$ cat config.mk
export PLATFORM = sky130hd
export DESIGN_NAME = cache_pagefault_check_flat
export DESIGN_NICKNAME = d
export VERILOG_FILES = /design/src/rtl/cache_pagefault_check_pkg.sv /design/src/rtl/cache_pagefault_check_if.sv /design/src/rtl/cache_pagefault_check.sv /design/src/flat_wrapper.sv
export SDC_FILE = /design/constraint.sdc
export NUM_CORES = 1
export LEC_CHECK = 0
export CORE_AREA = 4 4 41 43
export DETAILED_ROUTE_END_ITERATION = 12
export DIE_AREA = 0 0 45 47
export PLACE_DENSITY = 0.59
export SLEW_MARGIN = 20
export SYNTH_ARGS = -nofsm -noshare
export SYNTH_HDL_FRONTEND = slang
export SYNTH_SLANG_ARGS = --single-unit
$ cat constraint.sdc
create_clock -name clk -period 1.7 [get_ports clk]
set_input_delay 0.17 -clock clk [delete_from_list [all_inputs] [get_ports clk]]
set_output_delay 0.17 -clock clk [all_outputs]
set_load 0.02 [all_outputs]
$ cat src/rtl/cache_pagefault_check_pkg.sv
// Shared cache command, privilege, PTE flag and page-fault cause definitions,
// plus the single fault evaluation function used by cache_pagefault_check.
package cache_pagefault_check_pkg;

    typedef enum logic [3:0] {
        CACHE_CMD_NONE       = 4'd0,
        CACHE_CMD_EXECUTE    = 4'd1,
        CACHE_CMD_LOAD       = 4'd2,
        CACHE_CMD_STORE      = 4'd3,
        CACHE_CMD_FLUSH      = 4'd4,
        CACHE_CMD_INVALIDATE = 4'd5
    } cache_cmd_e;

    typedef enum logic [1:0] {
        COREVX_PRIVILEGE_USER       = 2'd0,
        COREVX_PRIVILEGE_SUPERVISOR = 2'd1,
        COREVX_PRIVILEGE_MACHINE    = 2'd3
    } corevx_privilege_e;

    localparam int unsigned TAG_V = 0;
    localparam int unsigned TAG_R = 1;
    localparam int unsigned TAG_W = 2;
    localparam int unsigned TAG_X = 3;
    localparam int unsigned TAG_U = 4;
    localparam int unsigned TAG_G = 5;
    localparam int unsigned TAG_A = 6;
    localparam int unsigned TAG_D = 7;

    typedef enum logic [3:0] {
        PF_CAUSE_NONE      = 4'd0,
        PF_CAUSE_INVALID   = 4'd1,
        PF_CAUSE_RSVD_RWX  = 4'd2,
        PF_CAUSE_S_ON_U    = 4'd3,
        PF_CAUSE_U_ON_S    = 4'd4,
        PF_CAUSE_NOT_ACC   = 4'd5,
        PF_CAUSE_NO_X      = 4'd6,
        PF_CAUSE_NO_R      = 4'd7,
        PF_CAUSE_NO_W      = 4'd8,
        PF_CAUSE_NOT_DIRTY = 4'd9
    } pf_cause_e;

    // Returns the highest-priority failing check; PF_CAUSE_NONE means no fault.
    function automatic pf_cause_e pagefault_eval(
        input logic       satp_mode,
        input logic       mprv,
        input logic       mxr,
        input logic       sum,
        input logic [1:0] mpp,
        input logic [1:0] cur_priv,
        input logic [3:0] cmd,
        input logic [7:0] tag
    );
        logic       is_x;
        logic       is_l;
        logic       is_s;
        logic [1:0] eff_priv;
        pf_cause_e  cause;

        is_x     = (cmd == CACHE_CMD_EXECUTE);
        is_l     = (cmd == CACHE_CMD_LOAD);
        is_s     = (cmd == CACHE_CMD_STORE);
        eff_priv = (mprv && (is_l || is_s)) ? mpp : cur_priv;
        cause    = PF_CAUSE_NONE;

        if (!satp_mode || (eff_priv == COREVX_PRIVILEGE_MACHINE) || !(is_x || is_l || is_s)) begin
            cause = PF_CAUSE_NONE;
        end else if (!tag[TAG_V]) begin
            cause = PF_CAUSE_INVALID;
        end else if ((tag[TAG_W] && !tag[TAG_R]) ||
                     (!tag[TAG_R] && !tag[TAG_W] && !tag[TAG_X])) begin
            cause = PF_CAUSE_RSVD_RWX;
        end else if (tag[TAG_U] && (eff_priv == COREVX_PRIVILEGE_SUPERVISOR) && !sum) begin
            cause = PF_CAUSE_S_ON_U;
        end else if (!tag[TAG_U] && (eff_priv == COREVX_PRIVILEGE_USER)) begin
            cause = PF_CAUSE_U_ON_S;
        end else if (!tag[TAG_A]) begin
            cause = PF_CAUSE_NOT_ACC;
        end else if (is_x && !tag[TAG_X]) begin
            cause = PF_CAUSE_NO_X;
        end else if (is_l && !tag[TAG_R] && !(mxr && tag[TAG_X])) begin
            cause = PF_CAUSE_NO_R;
        end else if (is_s && !tag[TAG_W]) begin
            cause = PF_CAUSE_NO_W;
        end else if (is_s && !tag[TAG_D]) begin
            cause = PF_CAUSE_NOT_DIRTY;
        end
        return cause;
    endfunction

endpackage

$ cat src/rtl/cache_pagefault_check_if.sv
// Page-fault check bus; pagefault_cause exists only with COREVX_PAGEFAULT_CAUSE_EN.
interface cache_pagefault_check_if;

    logic       csr_satp_mode_r;
    logic       os_csr_mstatus_mprv;
    logic       os_csr_mstatus_mxr;
    logic       os_csr_mstatus_sum;
    logic [1:0] os_csr_mstatus_mpp;
    logic [1:0] os_csr_mcurrent_privilege;
    logic [3:0] os_cmd;
    logic [7:0] tlb_read_accesstag;
    logic       pagefault;
    logic       pagefault_q;

`ifdef COREVX_PAGEFAULT_CAUSE_EN
    logic [3:0] pagefault_cause;

    modport master (
        output csr_satp_mode_r, os_csr_mstatus_mprv, os_csr_mstatus_mxr, os_csr_mstatus_sum,
               os_csr_mstatus_mpp, os_csr_mcurrent_privilege, os_cmd, tlb_read_accesstag,
        input  pagefault, pagefault_q, pagefault_cause
    );

    modport slave (
        input  csr_satp_mode_r, os_csr_mstatus_mprv, os_csr_mstatus_mxr, os_csr_mstatus_sum,
               os_csr_mstatus_mpp, os_csr_mcurrent_privilege, os_cmd, tlb_read_accesstag,
        output pagefault, pagefault_q, pagefault_cause
    );
`else
    modport master (
        output csr_satp_mode_r, os_csr_mstatus_mprv, os_csr_mstatus_mxr, os_csr_mstatus_sum,
               os_csr_mstatus_mpp, os_csr_mcurrent_privilege, os_cmd, tlb_read_accesstag,
        input  pagefault, pagefault_q
    );

    modport slave (
        input  csr_satp_mode_r, os_csr_mstatus_mprv, os_csr_mstatus_mxr, os_csr_mstatus_sum,
               os_csr_mstatus_mpp, os_csr_mcurrent_privilege, os_cmd, tlb_read_accesstag,
        output pagefault, pagefault_q
    );
`endif

endinterface

$ cat src/rtl/cache_pagefault_check.sv
// Sv32 page-fault check: combinational pagefault plus registered copy.
// Optional registered pagefault_cause when COREVX_PAGEFAULT_CAUSE_EN is defined.
module cache_pagefault_check
    import cache_pagefault_check_pkg::*;
(
    input  logic                   clk,
    input  logic                   rst,
    cache_pagefault_check_if.slave bus
);

    pf_cause_e cause_d;
    logic      pagefault_d;
    logic      pagefault_q;

    // Fault flag is derived from the cause so the two can never disagree.
    always_comb begin
        cause_d     = pagefault_eval(bus.csr_satp_mode_r,
                                     bus.os_csr_mstatus_mprv,
                                     bus.os_csr_mstatus_mxr,
                                     bus.os_csr_mstatus_sum,
                                     bus.os_csr_mstatus_mpp,
                                     bus.os_csr_mcurrent_privilege,
                                     bus.os_cmd,
                                     bus.tlb_read_accesstag);
        pagefault_d = (cause_d != PF_CAUSE_NONE);
    end

    always_ff @(posedge clk or posedge rst) begin
        if (rst) begin
            pagefault_q <= 1'b0;
        end else begin
            pagefault_q <= pagefault_d;
        end
    end

    assign bus.pagefault   = pagefault_d;
    assign bus.pagefault_q = pagefault_q;

`ifdef COREVX_PAGEFAULT_CAUSE_EN
    pf_cause_e cause_q;

    always_ff @(posedge clk or posedge rst) begin
        if (rst) begin
            cause_q <= PF_CAUSE_NONE;
        end else begin
            cause_q <= cause_d;
        end
    end

    assign bus.pagefault_cause = cause_q;
`endif

endmodule

$ cat src/flat_wrapper.sv
// flat-port wrapper written by rule: the top's interface ports become plain ports
module cache_pagefault_check_flat import cache_pagefault_check_pkg::*;
  (clk, rst, bus_csr_satp_mode_r, bus_os_csr_mstatus_mprv, bus_os_csr_mstatus_mxr, bus_os_csr_mstatus_sum, bus_os_csr_mstatus_mpp, bus_os_csr_mcurrent_privilege, bus_os_cmd, bus_tlb_read_accesstag, bus_pagefault, bus_pagefault_q);
  cache_pagefault_check_if bus_i ();
  input  logic clk;
  input  logic rst;
  input wire logic [$bits(bus_i.csr_satp_mode_r)-1:0] bus_csr_satp_mode_r;
  input wire logic [$bits(bus_i.os_csr_mstatus_mprv)-1:0] bus_os_csr_mstatus_mprv;
  input wire logic [$bits(bus_i.os_csr_mstatus_mxr)-1:0] bus_os_csr_mstatus_mxr;
  input wire logic [$bits(bus_i.os_csr_mstatus_sum)-1:0] bus_os_csr_mstatus_sum;
  input wire logic [$bits(bus_i.os_csr_mstatus_mpp)-1:0] bus_os_csr_mstatus_mpp;
  input wire logic [$bits(bus_i.os_csr_mcurrent_privilege)-1:0] bus_os_csr_mcurrent_privilege;
  input wire logic [$bits(bus_i.os_cmd)-1:0] bus_os_cmd;
  input wire logic [$bits(bus_i.tlb_read_accesstag)-1:0] bus_tlb_read_accesstag;
  output wire logic [$bits(bus_i.pagefault)-1:0] bus_pagefault;
  output wire logic [$bits(bus_i.pagefault_q)-1:0] bus_pagefault_q;
  assign bus_i.csr_satp_mode_r = bus_csr_satp_mode_r;
  assign bus_i.os_csr_mstatus_mprv = bus_os_csr_mstatus_mprv;
  assign bus_i.os_csr_mstatus_mxr = bus_os_csr_mstatus_mxr;
  assign bus_i.os_csr_mstatus_sum = bus_os_csr_mstatus_sum;
  assign bus_i.os_csr_mstatus_mpp = bus_os_csr_mstatus_mpp;
  assign bus_i.os_csr_mcurrent_privilege = bus_os_csr_mcurrent_privilege;
  assign bus_i.os_cmd = bus_os_cmd;
  assign bus_i.tlb_read_accesstag = bus_tlb_read_accesstag;
  assign bus_pagefault = bus_i.pagefault;
  assign bus_pagefault_q = bus_i.pagefault_q;
  cache_pagefault_check u_core (.clk(clk), .rst(rst), .bus(bus_i));
endmodule
==> key figures <==
Critical path
  – CP bufs+invs: 2
  – Crit-path leading delay family: simple AND/OR/NAND/NOR gates
  – Slowest CP cell: or4b_4
  – WP data required: roughly 1.5 ns
  – Nature of the critical path endpoint: primary output
  – Crit Path Class: in -> out
  – Startpoint Class: primary input
  – Crit Path Max Fanout: 4
  – Worst path cell trace: buf_6 -> or4b_4 -> a21oi_4 -> o41ai_2 -> a21oi_1 -> buf_4
  – Largest stage delay, worst path: 0.55 ns
  – Worst Path Arrival: about 1.5 ns

Synth
  – Synth area leaders: mux2i_1 14%, dfrtp_1 12%, or4b_1 9.4%
  – Net Count, Synth: 47
  – Syn Inst Count: 25
  – Post-synthesis average cell area: ~8.5 µm²
  – Number of library cell types mapped by synthesis: 15
  – Sequential share of the synthesized area: 11.76%
  – Synth top area share: between 10% and 20%
  – Post-synth top area cell: mux2i_1
  – Ys Warns: 0
  – Number of synthesized register bits: 1
  – Mapped cell area: 212.7 µm²

Floorplanning
  – Starting Density: approximately 16%
  – Die area: approximately 2100 µm²
  – Core box area: roughly 1300 µm²
  – Io pins: 24
  – Num rows: 13
  – Die span in y: ~47 µm
  – Die Wd: 45 µm

Global route
  – Largest net degree at the start of global routing: 5
  – Grt total ovfl: 0
  – First-pass GRT wire length: 1062 µm
  – Total track usage: 6.462%
  – Initial antenna violation count: 0
  – Number of global-route vias before repair: between 200 and 300

Route
  – Routed vias/inst: around 4.5
  – Residual DRC: 0
  – Met2 routed WL: 374 µm
  – Routed WL: around 740 µm
  – 1st-pass router iterations: 3
  – Final ANT Viol Nets: 0
  – Vias post-DR: 293
  – Routed length on met1: between 200 and 300 µm
  – Met3 WL: 72 µm
  – Max layer used: met3
  – Initial DRC count: 2
  – DR WL/cell: roughly 11 µm

Finish
  – Fin util: about two fifths
  – N_diodes: 0
  – Number of flip-flops in the largest register: 1
  – Top Registers: u_core.bus.pagefault_q (1)
  – Layout cell share with drive strength beyond 1: 36.00%
  – Nets: 74
  – Most common cell after layout, fill and taps aside: clkdlybuf4s50_1
  – Layout fillers: between 150 and 200
  – Largest Register: u_core.bus.pagefault_q
  – Area grow syn2layout: 134.7%
  – Commonest cells after routing, fill and taps aside: 9 x clkdlybuf4s50_1, 5 x buf_4, 4 x dlygate4sd2_1

Timing
  – RSZ-0062 raised after global routing: false
  – Period utilization: a little over nine tenths
  – Minimum clock period: about 1.6 ns
  – Worst-Margin Slew: about 0.23 ns
  – Final hold viol count: 0
  – Fin Setup TNS: 0 ns
  – Slew HR: ~84%
  – Final setup violation count: 0
  – Max Freq: between 600 and 700 MHz
  – Slew Viols, Final: 0
  – Final WS setup: approximately 0.066 ns

Power
  – Power density cells: about 230 nW/µm²
  – LEAKAGE: about 0.00023 µW
  – Maximum vdd ir drop: between 0.06 and 0.07 mV

Placement
  – HPWL after DPL: slightly below 600 µm
  – Port Buf Inserts: 22
  – GPL Wtd Cong: ~0.64
  – Pre-CTS setup slack: -0.8183 ns

Outcome
  – Status: finished clean

Clocking
  – Clock slew at reported path FFs: 0 ns

Flow run
  – Max-cap violations: 0

Worst hold path
  – Worst Hold Class: in -> async
## repair_timing
action,4_1_cts,5_1_grt
pin swaps,10,10
gates cloned,0,0
resized for setup,33,10
setup buffers,2,0
hold buffers,0,0
setup endpoints to repair,2,1
## area by class of cell
| class | instances | area [µm²] | area share (%) |
|---|---|---|---|
| multi-input cells | 21 | 210.2 | 42.11 |
| repair buffers | 26 | 237.7 | 47.62 |
| flip-flops and latches | 1 | 25.02 | 5.013 |
| well taps | 15 | 18.77 | 3.759 |
| inverters | 2 | 7.507 | 1.504 |
## where the power goes
part | internal (µW) | leakage, µW | switching [µW]
Clock | 0 | 0 | 0
Combinational | 57.4 | 0.000218 | 31.8
Sequential | 25.0 | 0.0000137 | 0.176
## through the flow
step                      instance area (µm²)  hold WS, ns  total power, µW  cells
final                                   499.2       0.3177            114.4     65
after floorplan                         212.7      -0.1013            51.41     25
after global placement                  455.4       0.3201            110.5     63
after detailed placement                455.4       0.3129            110.5     63
after global routing                    499.2       0.3302            121.6     65
after CTS                               488.0       0.3196            114.2     65
## path summary, 6_finish.rpt
kind / slack (ns) / end / from / cells past startpoint
setup / recovery: 0.07 / bus_pagefault / bus_os_cmd[3] / 6
hold / removal: 0.32 / u_core.bus.pagefault_q / rst / 2
max in group asynchronous: 1.29 / u_core.bus.pagefault_q / rst / 2
min in group clk: 0.49 / u_core.bus.pagefault_q / bus_os_cmd[2] / 4
## routing by layer
| layer | up-vias | global-route usage [%] |
|---|---|---|
| met3 | 0 | 1.149 |
| met4 | 0 | 0 |
| met2 | 14 | 13.56 |
| met1 | 131 | 6.998 |
| met5 | - | 0 |
| li1 | 148 | - |
## cell usage after synthesis (all sizes together)
cell type,n
and4bb,1
inv,2
nor2,3
o41ai,2
nand2,2
a21oi,3
or4b,2
dfrtp,1
a41o,1
mux2,1
buf,1
o211ai,1
mux2i,3
nand3b,2
## cells by family (layout without fill, tap and decap cells)
kind of cell	count (synthesis)	count (layout)	synth area share [%]
muxes	4	4	21.17
buffers and inverters	3	28	8.824
AOI/OAI and AO/OA	7	7	27.06
DFF	1	1	11.76
and+or+nand+nor	10	10	31.17
No activity file was read; power rests on OpenSTA's default activity.
